[src/rtl/vga_if.sv]
`default_nettype none
// ============================================================================
// vga_if : VGA timing + colour bundle passed between pipeline stages
// Rev 1.0
// ============================================================================
interface vga_if;
  logic [10:0] vcount;
  logic        vsync;
  logic        vblnk;
  logic [10:0] hcount;
  logic        hsync;
  logic        hblnk;
  logic [11:0] rgb;

  modport out    (output vcount, vsync, vblnk, hcount, hsync, hblnk, rgb);
  modport in     (input  vcount, vsync, vblnk, hcount, hsync, hblnk, rgb);
  modport master (output vcount, vsync, vblnk, hcount, hsync, hblnk, rgb);
  modport slave  (input  vcount, vsync, vblnk, hcount, hsync, hblnk, rgb);
endinterface
`default_nettype wire

[src/rtl/draw_text_box.sv]
`default_nettype none
// ============================================================================
// draw_text_box : COLS x ROWS glyph overlay with scaling and font-ROM latency
// Optional blinking glyphs when DRAW_TEXT_BLINK_EN is defined.  Rev 1.0
// ============================================================================
module draw_text_box #(
  parameter int          X_POS       = 64,
  parameter int          Y_POS       = 32,
  parameter int          COLS        = 16,
  parameter int          ROWS        = 4,
  parameter int          SCALE_LOG2  = 0,
  parameter int          ROM_LAT     = 1,
  parameter logic [11:0] FG_COLOR    = 12'hFFF,
  parameter logic [11:0] BG_COLOR    = 12'h000,
  parameter bit          TRANSPARENT = 1'b0,
  localparam int         AW          = (COLS * ROWS > 1) ? $clog2(COLS * ROWS) : 1
) (
  input  logic          clk,
  input  logic          rst,
  input  logic          en,
`ifdef DRAW_TEXT_BLINK_EN
  input  logic          blink,
`endif
  input  logic [7:0]    char_pixels,
  vga_if.in             in,
  vga_if.out            out,
  output logic [AW-1:0] char_addr,
  output logic [3:0]    char_line
);

  localparam logic [31:0] C_X_LO = 32'(X_POS);
  localparam logic [31:0] C_Y_LO = 32'(Y_POS);
  localparam logic [31:0] C_X_HI = C_X_LO + 32'(COLS * 8 * (1 << SCALE_LOG2));
  localparam logic [31:0] C_Y_HI = C_Y_LO + 32'(ROWS * 16 * (1 << SCALE_LOG2));

  typedef struct packed {
    logic [10:0] vcount;
    logic        vsync;
    logic        vblnk;
    logic [10:0] hcount;
    logic        hsync;
    logic        hblnk;
    logic [11:0] rgb;
    logic        in_box;
    logic [2:0]  bit_sel;
  } stage_t;

  logic [10:0] w_rx;
  logic [10:0] w_ry;
  logic        w_in_box;
  stage_t      stage_d;
  stage_t      pipe_q [ROM_LAT];
  stage_t      w_last;
  logic        vblnk_q;
  logic        en_q;
  logic        w_box_hit;
  logic        w_glyph;
  logic [11:0] rgb_d;

  always_comb begin
    w_in_box = ({21'd0, in.hcount} >= C_X_LO) && ({21'd0, in.hcount} < C_X_HI) &&
               ({21'd0, in.vcount} >= C_Y_LO) && ({21'd0, in.vcount} < C_Y_HI);
    w_rx = (in.hcount - C_X_LO[10:0]) >> SCALE_LOG2;
    w_ry = (in.vcount - C_Y_LO[10:0]) >> SCALE_LOG2;
    // Outside the box the ROM address is parked at 0 so it never leaves range
    char_addr = '0;
    char_line = '0;
    if (w_in_box) begin
      char_addr = AW'(32'(w_ry[10:4]) * 32'(COLS) + 32'(w_rx[10:3]));
      char_line = w_ry[3:0];
    end
    stage_d.vcount  = in.vcount;
    stage_d.vsync   = in.vsync;
    stage_d.vblnk   = in.vblnk;
    stage_d.hcount  = in.hcount;
    stage_d.hsync   = in.hsync;
    stage_d.hblnk   = in.hblnk;
    stage_d.rgb     = in.rgb;
    stage_d.in_box  = w_in_box;
    stage_d.bit_sel = ~w_rx[2:0];
  end

  always_ff @(posedge clk or negedge rst) begin
    if (!rst) begin
      for (int i = 0; i < ROM_LAT; i++) pipe_q[i] <= '0;
    end else begin
      pipe_q[0] <= stage_d;
      for (int i = 1; i < ROM_LAT; i++) pipe_q[i] <= pipe_q[i-1];
    end
  end

`ifdef DRAW_TEXT_BLINK_EN
  logic [7:0] frame_cnt_q;
  logic       blink_q;
`endif

  // Enable (and blink) only change on the rising edge of vertical blanking
  always_ff @(posedge clk or negedge rst) begin
    if (!rst) begin
      vblnk_q     <= 1'b0;
      en_q        <= 1'b0;
`ifdef DRAW_TEXT_BLINK_EN
      frame_cnt_q <= '0;
      blink_q     <= 1'b0;
`endif
    end else begin
      vblnk_q <= in.vblnk;
      if (in.vblnk && !vblnk_q) begin
        en_q        <= en;
`ifdef DRAW_TEXT_BLINK_EN
        frame_cnt_q <= frame_cnt_q + 8'd1;
        blink_q     <= blink;
`endif
      end
    end
  end

  always_comb begin
    w_last    = pipe_q[ROM_LAT-1];
    w_box_hit = w_last.in_box && en_q && !w_last.hblnk && !w_last.vblnk;
`ifdef DRAW_TEXT_BLINK_EN
    w_glyph   = char_pixels[w_last.bit_sel] && !(blink_q && frame_cnt_q[5]);
`else
    w_glyph   = char_pixels[w_last.bit_sel];
`endif
    rgb_d = w_last.rgb;
    if (w_box_hit) rgb_d = w_glyph ? FG_COLOR : (TRANSPARENT ? w_last.rgb : BG_COLOR);
  end

  always_ff @(posedge clk or negedge rst) begin
    if (!rst) begin
      out.vcount <= '0;
      out.vsync  <= 1'b0;
      out.vblnk  <= 1'b0;
      out.hcount <= '0;
      out.hsync  <= 1'b0;
      out.hblnk  <= 1'b0;
      out.rgb    <= '0;
    end else begin
      out.vcount <= w_last.vcount;
      out.vsync  <= w_last.vsync;
      out.vblnk  <= w_last.vblnk;
      out.hcount <= w_last.hcount;
      out.hsync  <= w_last.hsync;
      out.hblnk  <= w_last.hblnk;
      out.rgb    <= rgb_d;
    end
  end

endmodule
`default_nettype wire

[src/flat_wrapper.sv]
// flat-port wrapper written by rule: the top's interface ports become plain ports
module draw_text_box_flat 
#(
  parameter int          X_POS       = 64,
  parameter int          Y_POS       = 32,
  parameter int          COLS        = 16,
  parameter int          ROWS        = 4,
  parameter int          SCALE_LOG2  = 0,
  parameter int          ROM_LAT     = 1,
  parameter logic [11:0] FG_COLOR    = 12'hFFF,
  parameter logic [11:0] BG_COLOR    = 12'h000,
  parameter bit          TRANSPARENT = 1'b0,
  localparam int         AW          = (COLS * ROWS > 1) ? $clog2(COLS * ROWS) : 1
)
  (clk, rst, en, char_pixels, char_addr, char_line, in_vcount, in_vsync, in_vblnk, in_hcount, in_hsync, in_hblnk, in_rgb, out_vcount, out_vsync, out_vblnk, out_hcount, out_hsync, out_hblnk, out_rgb);
  vga_if in_i ();
  vga_if out_i ();
  input  logic clk;
  input  logic rst;
  input  logic en;
  input  logic [7:0] char_pixels;
  output logic [AW-1:0] char_addr;
  output logic [3:0] char_line;
  input wire logic [$bits(in_i.vcount)-1:0] in_vcount;
  input wire logic [$bits(in_i.vsync)-1:0] in_vsync;
  input wire logic [$bits(in_i.vblnk)-1:0] in_vblnk;
  input wire logic [$bits(in_i.hcount)-1:0] in_hcount;
  input wire logic [$bits(in_i.hsync)-1:0] in_hsync;
  input wire logic [$bits(in_i.hblnk)-1:0] in_hblnk;
  input wire logic [$bits(in_i.rgb)-1:0] in_rgb;
  output wire logic [$bits(out_i.vcount)-1:0] out_vcount;
  output wire logic [$bits(out_i.vsync)-1:0] out_vsync;
  output wire logic [$bits(out_i.vblnk)-1:0] out_vblnk;
  output wire logic [$bits(out_i.hcount)-1:0] out_hcount;
  output wire logic [$bits(out_i.hsync)-1:0] out_hsync;
  output wire logic [$bits(out_i.hblnk)-1:0] out_hblnk;
  output wire logic [$bits(out_i.rgb)-1:0] out_rgb;
  assign in_i.vcount = in_vcount;
  assign in_i.vsync = in_vsync;
  assign in_i.vblnk = in_vblnk;
  assign in_i.hcount = in_hcount;
  assign in_i.hsync = in_hsync;
  assign in_i.hblnk = in_hblnk;
  assign in_i.rgb = in_rgb;
  assign out_vcount = out_i.vcount;
  assign out_vsync = out_i.vsync;
  assign out_vblnk = out_i.vblnk;
  assign out_hcount = out_i.hcount;
  assign out_hsync = out_i.hsync;
  assign out_hblnk = out_i.hblnk;
  assign out_rgb = out_i.rgb;
  draw_text_box #(.X_POS(X_POS), .Y_POS(Y_POS), .COLS(COLS), .ROWS(ROWS), .SCALE_LOG2(SCALE_LOG2), .ROM_LAT(ROM_LAT), .FG_COLOR(FG_COLOR), .BG_COLOR(BG_COLOR), .TRANSPARENT(TRANSPARENT)) u_core (.clk(clk), .rst(rst), .en(en), .char_pixels(char_pixels), .in(in_i), .out(out_i), .char_addr(char_addr), .char_line(char_line));
endmodule
[config.mk]
export PLATFORM = sky130hd
export DESIGN_NAME = draw_text_box_flat
export DESIGN_NICKNAME = d
export VERILOG_FILES = /design/src/rtl/vga_if.sv /design/src/rtl/draw_text_box.sv /design/src/flat_wrapper.sv
export SDC_FILE = /design/constraint.sdc
export NUM_CORES = 1
export LEC_CHECK = 0
export CORE_MARGIN = 2
export CORE_UTILIZATION = 43
export DETAILED_ROUTE_END_ITERATION = 7
export PLACE_DENSITY = 0.78
export RECOVER_POWER = 25
export SETUP_SLACK_MARGIN = 0.3
export SYNTH_ARGS = -nofsm -noshare
export SYNTH_HDL_FRONTEND = slang
export SYNTH_SLANG_ARGS = --single-unit
[constraint.sdc]
create_clock -name clk -period 2.05 [get_ports clk]
set_clock_uncertainty 0.15 [all_clocks]
set_input_delay 0.41 -clock clk [delete_from_list [all_inputs] [get_ports clk]]
set_output_delay 0.41 -clock clk [all_outputs]
set_load 0.02 [all_outputs]
==> impl_metrics.ini, run 1 <==
[grt]
gr-total-overflow = 0
grt_pass1_wl_mm = 8.611
grt_max_degree = 33
grt_use_total_pct = 18.22
grt_pass1_vias = 1741
antenna_found_initial = 0

[floorplanning]
die_w_um = 81.10
initial_utilization_pct = 43.95
ioPinCount = 97
die_area_mm2 = 0.006577
placementRows = 28
die_h_um = 81.10
core_mm2 = 0.005816

[critical_path]
reg2reg_depth = 4
crit_top_cell = buf_12
path_cells = buf_8 > buf_12 > ha_4 > nor4b_4 > a211oi_4 > buf_12 > nor4_4 > buf_4
required_ps = 1490
rr_startpoint = u_core.pipe_q[1]
worst_ep_arrival_time_ps = 1750
crit_family = simple AND/OR/NAND/NOR gates
r2r-end = u_core.out.rgb[4]
rrSetupSlack_ps = 440
path_class = input port to primary output
slowest_delay_ps = 280
start_kind = input port
crit_fanout = 5
cp-end-kind = primary output
slowest_stage = nor4b_4
path_buf_inv = 4

[synthesis]
synthMuxAreaShare_pct = 2.105
syn_inst = 151
yosys_warnings = 0
netlist_area_mm2 = 0.002556
synth-compound-area-share_pct = 4.895
syn_nets = 203
synth_top_cell_by_area = dfrtp_1
synth_top_family_by_area = simple AND/OR/NAND/NOR gates
synth.distinct_cells = 27
synthAdderAreaFrac_pct = 1.468
synth_seq_cells = 81
yosys-top-cells-area = dfrtp_1 (79%), o21ai_2 (3.4%), nor4b_1 (2.7%), nand2_1 (1.8%), ha_1 (1.5%)
synthXorXnorAreaFrac_pct = 1.371
yosys.area.top_type_share_pct = 79.30
synth.avg_cell_area_um2 = 16.93
seq_area_frac_synth_pct = 79.30
synth-simple-area-share_pct = 8.762

[power]
switchingPower_uw = 762.3
swShare_pct = 21.29
power.leakage_uw = 0.001985
power_density_mw_per_mm2 = 826.3
combPwrFrac_pct = 11.3
vdd_drop_max_uv = 572.7
seqPwrFrac_pct = 47.5
p_int_uw = 2819
power_frac_clock_pct = 41.2

[layout]
stdcell_count = 367
utilization_pct = 74.53
drive_above_1_share_pct = 33.90
nNetsFinal = 339
area_delta_synth_final_pct = 69.55
num_antenna_cells = 0
multi_input_area_um2 = 703.2
n_fill_cell = 420
seq_area_mm2 = 0.002027

[clocking]
clkLatencyLatePin_ps = 340
clockBufferDepth = 2
htreeDepth = 3
cts_root_buffer = clkbuf_8
path_clk_slew_ps = 70
cts_sinks = 81
tritoncts = done
cts_made_buffers = 9

[place]
place_congestion = 0.7109
place_inst = 342
dpl.hpwl_mm = 3.855
portBuffers = 96

[min_path]
hold_depth = 1
hp-class = input port to flip-flop
min_to = u_core.pipe_q[40]
hp-start = in_vcount[9]

[sta]
tightest_slew_ps = 406.2
timing.final.ws_setup_ps = -263.7
min_period_ps = 2314
finalCritPeriodShare_pct = 112.9
finalHoldViolCount = 0
fin_setup_tns_ps = -2314
report.final.slew_viol_count = 0
max-slew-margin-rel_pct = 72.92
setup_viol = 10
rsz0062_at_grt = yes
max_freq_ghz = 0.4322

[detailed_routing]
drtAntennaViolNets = 0
routedWlPerCell_um = 14.54
drc_errors = 0
vias = 1663
drtIter0Drc = 87
wl_mm = 5.336
dr.pass1.iters = 4
via_per_inst = 4.531

[run]
max-cap-violations = 0

[outcome]
status = finished with violations
violations = setup timing
[cells by family after synthesis]
group	Yosys count
buffers and inverters	10
adders and majority gates	3
AOI/OAI and AO/OA	15
muxes	4
and+or+nand+nor	34
xor gates and xnor gates	4
DFF	81
[state kept, by name, summed over array words and instances (netlist names)]
register and cells:
u_core.en_q 1, u_core.out.hblnk 1, u_core.out.hcount 11, u_core.out.hsync 1, u_core.out.rgb 12, u_core.out.vblnk 1, u_core.out.vcount 11, u_core.out.vsync 1
u_core.pipe_q 42
[routing by layer]
metal,GRT usage (%),share of wire (%)
met2,31.49,54
met1,20.17,36
met3,7.889,9.0
met4,6.102,0.79
met5,0,0
[cell usage after synthesis]
cell	number
dfrtp_1	81
nand2_1	12
o21ai_2	10
nor4b_1	8
inv_1	6
ha_1	3
nor3_1	3
buf_6	2
mux2i_1	2
nor2_1	2
nor2b_1	2
nor4_1	2
o21ai_0	2
xnor2_1	2
xor2_1	2
a211oi_2	1
a21oi_1	1
a221o_1	1
and2_1	1
buf_2	1
clkbuf_1	1
mux2_2	1
mux4_2	1
nand4b_1	1
nand4bb_1	1
nor2_4	1
nor4b_4	1
[worst max-delay path by stage]
stage | startpoint | to | slack [ps] | cells after the start
after global placement | in_hcount[7] | char_line[1] | -1300 | 7
after floorplan | in_hcount[6] | char_addr[5] | -70 | 7
after CTS | in_hcount[6] | char_addr[5] | -240 | 9
after detailed placement | in_hcount[7] | char_addr[5] | -1310 | 7
after global routing | in_hcount[6] | char_addr[5] | -310 | 8
final | in_hcount[6] | char_addr[5] | -260 | 8
[stage by stage]
step | area (µm²) | hold WS [ps] | total power (µW) | setup slack (ps)
after floorplan | 2703 | -35.59 | 1861 | -71.61
after global placement | 3926 | 182.0 | 2120 | -1297
after detailed placement | 3926 | 184.7 | 2131 | -1313
after CTS | 4320 | 12.32 | 3626 | -237.7
after global routing | 4334 | 2.101 | 3733 | -311.4
final | 4334 | 37.31 | 3581 | -263.7
[cells in the final DEF, fill, tap and decap left out, types with 3 or more instances in the layout]
master           count
dfrtp_1             81
dlygate4sd2_1       46
buf_4               26
clkdlybuf4s50_1     25
nand2_1             12
o21ai_2             10
clkbuf_8             9
nor4b_4              7
buf_6                6
dlygate4sd3_1        5
buf_12               5
bufinv_16            4
clkbuf_1             4
clkbuf_4             4
inv_1                3
ha_4                 3
[area by class of cell]
| type | count | area share [%] |
|---|---|---|
| clock buffer | 9 | 2.858 |
| timing repair buffer | 129 | 27.83 |
| inverter | 6 | 0.8661 |
| multi-input combinational | 60 | 16.22 |
| clock inverter | 7 | 3.291 |
| sequential | 81 | 46.77 |
| tap | 75 | 2.165 |
[what timing repair did]
| action | in CTS | in global routing |
|---|---|---|
| gates cloned | 2 | 0 |
| gates resized for setup | 163 | 2 |
| endpoints found under the hold margin | 29 | 0 |
| hold buffers | 1 | 0 |
| buffers inserted | 3 | 3 |
| pin swaps | 20 | 8 |
| setup endpoints to repair | 49 | 10 |
[power groups by stage]
stage | clock network (µW) | logic (µW) | registers [µW]
CTS | 1510 | 412 | 1700
finish | 1480 | 405 | 1700
floorplan | 0 | 79.9 | 1780
global placement | 0 | 389 | 1730
global route | 1590 | 435 | 1710
detailed placement | 0 | 395 | 1740
[worst reg2reg max path, stage by stage (launching register included)]
cell     delay (ps)
dfrtp_1         440
mux4_2          560
nor2_4          140
buf_12          150
o21ai_2          70
(Power assumes the default switching activity.)
==> run 2: changes to the inputs <==
- CAP_MARGIN: not set -> 20
- CORE_MARGIN: 2 -> not set
==> run 2 against run 1 <==
- the flow still finishes with violations (setup timing)
- clock power decreased by 16%
- clock-buffer cell count increased by 5
- via count decreased by 2.3%
- die area decreased by 4.9%
- routed wire length increased by 1.2%
- combinational power decreased by 3%
- global-route usage increased by 1.1 points
- sequential power about the same
- setup slack got worse by 9.9 ps
- maximum frequency decreased by 0.42%
- critical path depth decreased by 2
- critical path type unchanged
- largest power group unchanged
==> impl_metrics.ini, run 2 (same netlist as run 1, synthesis figures left out) <==
[outcome]
status = finished with violations
violations = setup timing

[floorplanning]
ioPinCount = 97
initial_utilization_pct = 45.58
die_area_mm2 = 0.006257
placementRows = 27
die_h_um = 79.10
core_mm2 = 0.005608
die_w_um = 79.10

[critical_path]
worst_ep_arrival_time_ps = 1760
path_class = input port to primary output
slowest_delay_ps = 300
path_cells = dlygate4sd2_1 > xor2_1 > nand4b_1 > buf_6 > nor4b_4 > buf_4
slowest_stage = nor4b_4
crit_fanout = 6
rrSetupSlack_ps = 440
start_kind = input port
required_ps = 1490
cp-end-kind = primary output

[layout]
utilization_pct = 75.10
num_antenna_cells = 0
n_fill_cell = 388
regMostFlops = u_core.pipe_q
stdcell_count = 357
drive_above_1_share_pct = 29.82
multi_input_area_um2 = 699.4
seq_area_mm2 = 0.002027
nNetsFinal = 332
layout_common_cells = dfrtp_1 (81), dlygate4sd2_1 (47), clkdlybuf4s50_1 (27), buf_4 (22), nand2_1 (12)
area_delta_synth_final_pct = 64.76
largest_reg_flops = 42
layout_top_registers = u_core.pipe_q: 42 flops, u_core.out.rgb: 12 flops
mostFrequentLayoutCell = dfrtp_1

[grt]
grt_max_degree = 50
gr-total-overflow = 0
grt_pass1_wl_mm = 8.507
antenna_found_initial = 0
grt_pass1_vias = 1679
grt_use_total_pct = 19.33

[detailed_routing]
dr.pass1.iters = 4
drc_errors = 0
wl_mm = 5.401
routedWlPerCell_um = 15.13
drtAntennaViolNets = 0
drtIter0Drc = 32
via_per_inst = 4.552
vias = 1625

[clocking]
cts_sinks = 81
clockBufferDepth = 2
clkLatencyLatePin_ps = 340
cts_made_buffers = 9
tritoncts = done
cts_root_buffer = clkbuf_8
htreeDepth = 3
path_clk_slew_ps = 70

[power]
power_uw = 3342
power_density_mw_per_mm2 = 793.5
vdd_drop_max_uv = 597.6
power.leakage_uw = 0.001922

[sta]
max-slew-margin-rel_pct = 72.74
max_freq_ghz = 0.4304
tightest_slew_ps = 408.9
rsz0062_at_grt = yes
min_period_ps = 2324
finalCritPeriodShare_pct = 113.3
timing.final.ws_setup_ps = -273.5
finalHoldViolCount = 0
fin_setup_tns_ps = -2081
hold_slack_ps = 27.44
setup_viol = 10
report.final.slew_viol_count = 0

[place]
dpl.hpwl_mm = 3.770
place_inst = 335
place_congestion = 0.7502
portBuffers = 96

[min_path]
hp-class = input port to flip-flop

[run]
max-cap-violations = 0
==> run 2: cell count changes in the layout (fill, tap and decap cells not counted), sizes merged, moves of 2 or more <==
cell	delta
dlygate4sd3	-2
clkdlybuf4s15	-3
clkbuf	+7
clkinv	-3
bufinv	-2
clkdlybuf4s50	+2
buf	-7
==> run 2: path summary, 6_finish.rpt <==
| kind | start | endpoint | depth (start not counted) |
|---|---|---|---|
| max | in_vcount[6] | char_line[1] | 6 |
| min | in_vcount[10] | u_core.pipe_q[41] | 1 |
| max reg2reg | u_core.pipe_q[1] | u_core.out.rgb[4] | 4 |
| min reg2reg | u_core.pipe_q[37] | u_core.out.vcount[6] | 0 |
| max in group asynchronous | rst | u_core.pipe_q[9] | 3 |
| min in group asynchronous | rst | u_core.out.hsync | 2 |
==> run 2: metrics by stage <==
stage,worst slack [ps],area (µm²)
finish,-273.5,4212
global route,-319.0,4212
CTS,-246.2,4200
detailed placement,-1335,3905
global placement,-1279,3905
floorplan,-71.61,2703
==> run 2: area by class of cell <==
| cell class | count | area share (%) |
|---|---|---|
| clock buffers | 14 | 3.862 |
| clock inverters | 2 | 1.426 |
| inverters | 6 | 0.8913 |
| multi-input cells | 60 | 16.61 |
| flip-flops and latches | 81 | 48.13 |
| well taps | 72 | 2.139 |
| repair buffers | 122 | 26.95 |
==> run 2: timing repair <==
item / in CTS / in global routing
gates resized for setup: 160 / 7
gates cloned: 2 / 0
pin swaps: 20 / 4
setup endpoints to repair: 49 / 10
endpoints found under the hold margin: 32 / 0
hold buffers: 1 / 0
setup buffers: 3 / 0
==> run 2: worst max-delay path: cells and delay by family <==
family / cells / cell delay (ps)
buffers and inverters: 3 / 670
AND/OR/NAND/NOR: 2 / 520
XOR/XNOR: 1 / 160
==> run 2: power breakdown <==
part           internal, µW  switching (µW)
Combinational           200             194
Clock                   754             491
Sequential             1680            23.7
Total                  2630             709
==> run 2: routing by layer <==
| metal | GRT usage, % | part of all wire, % | vias up |
|---|---|---|---|
| met5 | 0 | 0 | - |
| met4 | 7.636 | 1.7 | 0 |
| met3 | 8.391 | 7.4 | 9 |
| met2 | 34.83 | 56 | 61 |
| met1 | 19.42 | 35 | 794 |
| li1 | - | - | 761 |
==> run 3: changes to the inputs <==
--- a/config.mk
+++ b/config.mk
@@ -8,7 +8,8 @@
 export CAP_MARGIN = 20
-export CORE_UTILIZATION = 43
+export CORE_UTILIZATION = 46
 export DETAILED_ROUTE_END_ITERATION = 7
-export PLACE_DENSITY = 0.78
+export PLACE_DENSITY = 0.83
 export RECOVER_POWER = 25
 export SETUP_SLACK_MARGIN = 0.3
+export SKIP_LAST_GASP = 1
 export SYNTH_ARGS = -nofsm -noshare
==> constraint.sdc (replaced) <==
create_clock -name clk -period 2.77 [get_ports clk]
set_clock_uncertainty 0.15 [all_clocks]
set_input_delay 0.554 -clock clk [delete_from_list [all_inputs] [get_ports clk]]
set_output_delay 0.554 -clock clk [all_outputs]
set_load 0.05 [all_outputs]
==> run 3 against run 2 <==
- the flow finishes with violations (capacitance limit, slew limit)
- core utilization rose by 8.6 points
- setup slack improved by 320 ps
- non-clock buffer count fell by 1
- combinational power fell by 5%
- first-iteration DRC count did not move
- cell count fell by 0.84%
- sequential power fell by 26%
- via count rose by 1.4%
- cell area rose by 4.0%
- routed wire length rose by 1.1%
- clock-buffer cell count fell by 3
==> impl_metrics.ini, run 3 (same netlist as run 1, synthesis figures left out) <==
[layout]
layout_top_registers = u_core.pipe_q: 42 flops, u_core.out.rgb: 12 flops
stdcell_count = 354
layout_common_cells = dfrtp_1 (81), clkdlybuf4s50_1 (68), buf_4 (18), buf_12 (14), nand2_1 (12)
num_antenna_cells = 0
utilization_pct = 83.66
final_area_mm2 = 0.004382
regMostFlops = u_core.pipe_q
drive_above_1_share_pct = 30.99
largest_reg_flops = 42
mostFrequentLayoutCell = dfrtp_1
area_delta_synth_final_pct = 71.41
nNetsFinal = 331

[sta]
max-slew-margin-rel_pct = -33.44
rsz0062_at_grt = yes
fin_setup_tns_ps = 0
max_freq_ghz = 0.3673
min_period_ps = 2723
report.final.slew_viol_count = 39
setup_viol = 0
tightest_slew_ps = 2002
finalHoldViolCount = 0
finalCritPeriodShare_pct = 98.30

[detailed_routing]
dr.pass1.iters = 4
drtIter0Drc = 32
wl_mm = 5.459
via_per_inst = 4.653
vias = 1647
routedWlPerCell_um = 15.42
drc_errors = 0
drtAntennaViolNets = 0

[power]
seqPwrFrac_pct = 50.0
power_frac_clock_pct = 35.1
power_uw = 2523
combPwrFrac_pct = 14.9
vdd_drop_max_uv = 469.7
swShare_pct = 24.28
p_int_uw = 1910
power.leakage_uw = 0.001909
switchingPower_uw = 612.5
power_density_mw_per_mm2 = 575.7

[clocking]
tritoncts = done
cts_root_buffer = clkbuf_8
hold_buffers = 0
clkLatencyLatePin_ps = 340
htreeDepth = 3
cts_made_buffers = 9
cts_sinks = 81
clockBufferDepth = 2
path_clk_slew_ps = 70

[floorplanning]
die_h_um = 76.55
placementRows = 26
core_mm2 = 0.005238
die_w_um = 76.55
ioPinCount = 97
initial_utilization_pct = 48.81
die_area_mm2 = 0.005859

[place]
placed_cell_area_mm2 = 0.004053
portBuffers = 96
dpl.hpwl_mm = 3.919
place_congestion = 0.7028
place_inst = 331

[critical_path]
rrSetupSlack_ps = 960
path_buf_inv = 2
required_ps = 2070
slowest_stage = clkdlybuf4s50_1
crit_fanout = 2
slowest_delay_ps = 500
path_cells = clkdlybuf4s50_1 > ha_4 > xnor2_2 > xnor2_2 > nor4_4 > buf_12
cp-end-kind = primary output
worst_ep_arrival_time_ps = 2020
path_class = input port to primary output
crit_family = buffers and inverters
crit_top_cell = xnor2_2
start_kind = input port

[grt]
grt_pass1_vias = 1772
grt_use_total_pct = 20.96
gr-total-overflow = 0
grt_max_degree = 44
grt_pass1_wl_mm = 8.866
antenna_found_initial = 0

[outcome]
violations = capacitance limit, slew limit
status = finished with violations

[min_path]
hp-class = flip-flop to flip-flop

[run]
max-cap-violations = 1
==> run 3: cell types whose count changed in the layout (fill, tap and decap cells not counted), moves of 2 or more <==
cell | before | now
buf_12 | 4 | 14
buf_4 | 22 | 18
buf_6 | 4 | 1
buf_8 | 3 | 1
clkbuf_1 | 10 | 6
clkbuf_4 | 3 | 0
clkbuf_8 | 11 | 9
clkdlybuf4s50_1 | 27 | 68
clkinvlp_4 | 0 | 2
dlygate4sd2_1 | 47 | 11
dlygate4sd3_1 | 3 | 0
==> run 3: path summary, 6_finish.rpt <==
check                      cells after the start                    to              start
min                                            0  u_core.out.hcount[0]  u_core.pipe_q[18]
max                                            6          char_addr[5]       in_vcount[4]
min reg2reg                                    0  u_core.out.hcount[0]  u_core.pipe_q[18]
max in group asynchronous                      1           u_core.en_q                rst
max reg2reg                                    3    u_core.out.rgb[11]   u_core.pipe_q[1]
min in group asynchronous                      1      u_core.out.vsync                rst
==> run 3: worst reg2reg max path, delay by kind of cell, from the launching register on <==
family	cells	cell delay [ps]
AND/OR/NAND/NOR	1	350
multiplexers	1	550
flip-flops	1	430
AO/OA/AOI/OAI	1	180
==> run 3: final cells by class <==
cell class              instances  area, µm²
well taps                      70      87.58
flip-flops and latches         81       2027
fillers                       269      855.8
inverters                       6      38.79
clock buffers                  11      131.4
multi-input cells              60      708.2
repair buffers                121       1309
clock inverters                 5      80.08
==> run 3: timing repair <==
| action | 4_1_cts | 5_1_grt |
|---|---|---|
| resized for setup | 40 | 6 |
| pin swaps | 19 | 14 |
| buffers inserted | 3 | 2 |
| setup endpoints to repair | 10 | 10 |
| gates cloned | 2 | 0 |
==> run 3: stage by stage <==
stage               hold WS [ps]  worst slack [ps]
floorplan                  108.4             173.7
global placement           181.5            -277.2
detailed placement         185.5            -314.2
CTS                        22.94             64.87
global route               204.6            -10.13
finish                     198.4             47.15
==> run 3: power by group through the flow <==
stage	sequential, µW	combinational (µW)	clock (µW)
final	1260	375	886
after floorplan	1380	65.9	0
after global placement	1280	359	0
after detailed placement	1280	366	0
after global routing	1270	397	960
after CTS	1260	379	912
==> run 3: per-layer routing <==
metal  up-vias  global-route usage [%]  wire (µm)  share of wire (%)
met4         0                   7.692        108                2.0
met2        72                   36.58       2997                 55
li1        761                       -          -                  -
met5         -                       0          0                  0
met1       803                   22.10       1904                 35
met3        11                   9.581        449                8.2
